--- src/rtl/logic_unit_seq.sv ---
// Multi-cycle bitwise logic unit: one SLICE-bit chunk of the selected op per clock,
// start/busy/done handshake, registered result and zero flag.

module logic_slice #(
  parameter int SLICE = 8
) (
  input  logic [2:0]       op,
  input  logic [SLICE-1:0] a,
  input  logic [SLICE-1:0] b,
  output logic [SLICE-1:0] y
);
  always_comb begin
    y = '0;
    case (op)
      3'b000: y = a & b;
      3'b001: y = a | b;
      3'b010: y = a ^ b;
      3'b011: y = ~(a | b);
      3'b100: y = a & ~b;
      3'b101: y = a | ~b;
      3'b110: y = a;
      3'b111: y = ~a;
      default: y = '0;
    endcase
  end
endmodule

module logic_unit_seq #(
  parameter int WIDTH = 32,
  parameter int SLICE = 8
) (
  input  logic             clk,
  input  logic             rst_n,
  input  logic             start,
  input  logic [2:0]       op,
  input  logic [WIDTH-1:0] a,
  input  logic [WIDTH-1:0] b,
  output logic             busy,
  output logic             done,
  output logic [WIDTH-1:0] result,
  output logic             zero
);
  // WIDTH must be a multiple of SLICE.
  localparam int NSL = WIDTH / SLICE;
  localparam int CW  = (NSL > 1) ? $clog2(NSL) : 1;

  typedef enum logic {IDLE, RUN} state_t;

  state_t                        state;
  logic [NSL-1:0][SLICE-1:0]     a_q, b_q, acc, acc_nxt;
  logic [2:0]                    op_q;
  logic [CW-1:0]                 cnt;
  logic [SLICE-1:0]              sl_y;
  logic                          last;

  // One shared slice datapath; the operand chunk is muxed by the slice counter.
  logic_slice #(.SLICE(SLICE)) u_slice (
    .op (op_q),
    .a  (a_q[cnt]),
    .b  (b_q[cnt]),
    .y  (sl_y)
  );

  assign last = (cnt == CW'(NSL - 1));

  always_comb begin
    acc_nxt      = acc;
    acc_nxt[cnt] = sl_y;
  end

  always_ff @(posedge clk or negedge rst_n) begin
    if (!rst_n) begin
      state  <= IDLE;
      a_q    <= '0;
      b_q    <= '0;
      op_q   <= '0;
      acc    <= '0;
      cnt    <= '0;
      busy   <= 1'b0;
      done   <= 1'b0;
      result <= '0;
      zero   <= 1'b0;
    end else begin
      done <= 1'b0;
      case (state)
        IDLE: begin
          if (start) begin
            a_q   <= a;
            b_q   <= b;
            op_q  <= op;
            cnt   <= '0;
            busy  <= 1'b1;
            state <= RUN;
          end
        end
        RUN: begin
          acc <= acc_nxt;
          if (last) begin
            // Completion folds in the final slice so result never shows a partial word.
            result <= acc_nxt;
            zero   <= (acc_nxt == '0);
            done   <= 1'b1;
            busy   <= 1'b0;
            state  <= IDLE;
          end else begin
            cnt <= cnt + 1'b1;
          end
        end
        default: state <= IDLE;
      endcase
    end
  end
endmodule
--- config.mk ---
export PLATFORM = sky130hd
export DESIGN_NAME = logic_unit_seq
export DESIGN_NICKNAME = d
export VERILOG_FILES = /design/src/rtl/logic_unit_seq.sv
export SDC_FILE = /design/constraint.sdc
export NUM_CORES = 1
export LEC_CHECK = 0
export BUFFER_PORTS_ARGS = -buffer_cell sky130_fd_sc_hd__buf_2
export CORE_UTILIZATION = 28
export CTS_CLUSTER_DIAMETER = 150
export CTS_CLUSTER_SIZE = 30
export DETAILED_ROUTE_END_ITERATION = 16
export PLACE_DENSITY = 0.57
export SLEW_MARGIN = 20
export SYNTH_ARGS = -nofsm -noshare
export SYNTH_HDL_FRONTEND = slang
export SYNTH_SLANG_ARGS = --single-unit
export TNS_END_PERCENT = 20
--- constraint.sdc ---
create_clock -name clk -period 8.21 [get_ports clk]
set_input_delay 1.2315 -clock clk [delete_from_list [all_inputs] [get_ports clk]]
set_output_delay 1.2315 -clock clk [all_outputs]
set_load 0.02 [all_outputs]
==> metrics.csv <==
metric,value,unit
Tmin final,3.69,ns
"Seq/Total Area, Yosys",0.499,
clock sinks,131,
post-CTS resize count,0,
GRT Total Usage,0.142,
filler cell count,2345,
Reg area,0.00328,sq mm
final instance area,0.00793,sq mm
YS warnings,0,
Rel. slew slack,0.298,
nets@finish,760,
CTS root buf,clkbuf_16,
Vias,4695,
Hold Crit Class,reg -> reg,
Post-DRT Antenna Nets,0,
skew final,0.00960,ns
Pre-Repair DR Iteration Count,4,
number of buffers added on ports,104,
Mapped Cells,582,
Post-synth EDFFs,0,
Post-synth top cells,"dfrtp_1 (131), mux2_2 (70), nand2_1 (62)",
global route total overflow,0,
DRC violations left,0,
CP Capture Type,flip-flop,
Slew Limit Fails,0,
# H-tree levels,4,
fin crit share,0.449,
Die ar.,0.0241,sq mm
chip height,155,microns
area grow syn2layout,20.6,%
WP data required,8.55,ns
post-synth top area cell,dfrtp_1,
Main synth FF type,dfrtp_1,
final hold violations,0,
P_leak,0.00349,uW
Peak Freq,271,MHz
CP startpoint kind,flip-flop,
final worst slack,4.52,ns
Slew @ Worst Pin,1.05,ns
"Cell Area, Synth",0.00657,sq mm
final WL,16200,microns
setup_tns,0,ns
synth unique cells,55,
DR WL/cell,16.3,microns
vias in the first global route,4612,
worst path arrival time,4.03,ns
"worst slack, placed",4.51,ns
initial DRC count,339,
"flops & latches, synth",131,
RSZ-0062 raised after global routing,false,
CTS Hold Buffers Added,0,
post-DR vias/cell,4.71,
worst setup path category,reg -> reg,
layout cells sized above 1,0.332,
width of the die,155,microns
"Setup violations, final",0,
total power draw,3910,uW
CTS tree,yes,
most frequent cell after synthesis,dfrtp_1,
first-pass GRT wire length,26100,microns
maxcap violations,0,
Worst-path clk slew,0.06,ns
maximum VDD drop,0.209,mV
area occupied by multi-input gates,0.00304,sq mm
DP Area,0.00736,sq mm
status,"finished, final reports clean",
# Post-CTS Setup Buffers,0,
largest cells by area after synthesis,"dfrtp_1 (50%), mux2_2 (12%), ha_1 (3.8%), mux4_1 (3.6%), nand2_1 (3.5%)",
P per Cell Area,494,mW/mm^2
Ports,105,
share of flip-flops with an asynchronous set or reset,1.00,
CORE AREA,0.0228,sq mm
final HPWL from detailed placement,11300,microns
worst-path fanout max,21,
final RePlAce weighted congestion,0.773,
Starting Density,0.288,
clk buf depth,2,
largest net degree at the start of global routing,78,
initial antenna violation count,1,
Rows,55,
diodes inserted,0,
share of the synthesized area in the top cell type,0.499,
Clock Latency Late Sink,0.42,ns
Syn Nets,672,
cts bufs inserted,17,
"Avg Cell Area, Syn",11.3,sq um
-- worst max-delay path, stage by stage (launching register included) --
cell and delay (ns):
dfrtp_1 1.03, mux4_1 0.75, inv_1 0.12, ha_1 0.24, a22oi_1 0.17, nor2_1 0.09
a311oi_4 0.58, a31oi_1 0.18, nor3_1 0.19, nand2_1 0.09, o31ai_2 0.17
-- worst paths after layout --
kind | startpoint | to | slack (ns) | depth (start not counted)
hold reg to reg | result[19]$_DFFE_PN0P_ | result[19]$_DFFE_PN0P_ | 0.46 | 2
setup reg to reg | cnt[0]$_DFFE_PN0P_ | zero$_DFFE_PN0P_ | 4.52 | 10
hold / removal | result[19]$_DFFE_PN0P_ | result[19]$_DFFE_PN0P_ | 0.46 | 2
max in group asynchronous | rst_n | acc[4]$_DFFE_PN0P_ | 6.14 | 2
min in group asynchronous | rst_n | result[5]$_DFFE_PN0P_ | 0.83 | 1
setup / recovery | cnt[0]$_DFFE_PN0P_ | zero$_DFFE_PN0P_ | 4.52 | 10
-- final cells by class --
| type | count | area share |
|---|---|---|
| repair buffers | 110 | 0.0722 |
| clock inverters | 8 | 0.00963 |
| multi-input cells | 390 | 0.384 |
| clock buffers | 24 | 0.0620 |
| flip-flops and latches | 131 | 0.414 |
| inverters | 20 | 0.00947 |
| well taps | 313 | 0.0494 |
-- cell families (layout without fill, tap and decap cells) --
logic type,after synthesis,after routing,synth area share
flip-flops,131,131,0.499
multiplexers,102,102,0.200
AO/OA/AOI/OAI,127,127,0.124
AND/OR/NAND/NOR,133,133,0.0885
adder cells (fa/ha/maj),20,20,0.0381
XOR/XNOR,8,8,0.0107
buffers and inverters,61,162,0.0398
-- per-layer routing --
metal  vias to the layer above  part of all wire  GRT usage
met2                       108              0.48      0.219
met3                        17             0.048     0.0326
li1                       2259                 -          -
met4                         2             0.015     0.0556
met1                      2309              0.46      0.194
met5                         -           0.00062          0
-- state kept, by name (all words and copies together) (netlist names) --
| register | count |
|---|---|
| acc | 26 |
| b_q | 32 |
| state | 1 |
| done | 1 |
| busy | 1 |
| a_q | 32 |
| zero | 1 |
| op_q | 3 |
| result | 32 |
| cnt | 2 |
-- power breakdown --
part | switching, uW | internal, uW | total, uW | leakage [uW]
clock network | 280 | 447 | 727 | 0.000272
logic | 1120 | 831 | 1950 | 0.00169
registers | 257 | 977 | 1230 | 0.00153
-- per-stage QoR --
stage / hold WS, ns / instances / utilization
floorplan: 0.466 / 582 / -
global placement: 0.444 / 964 / 0.322
detailed placement: 0.452 / 964 / 0.322
CTS: 0.464 / 996 / 0.347
global route: 0.479 / 996 / 0.347
finish: 0.456 / 996 / 0.347
-- placed cells by master, fill, tap and decap left out, drive strengths merged, types with 6 or more instances in the layout --
| cell type | instances |
|---|---|
| o22ai | 11 |
| mux4 | 14 |
| inv | 20 |
| a21oi | 41 |
| ha | 20 |
| xnor2 | 8 |
| o21a | 6 |
| a22oi | 7 |
| buf | 110 |
| dfrtp | 131 |
| nor2 | 44 |
| mux2i | 18 |
| nand2 | 63 |
| clkbuf | 24 |
| mux2 | 70 |
| o21ai | 33 |
No activity file was read; power rests on OpenSTA's default activity.
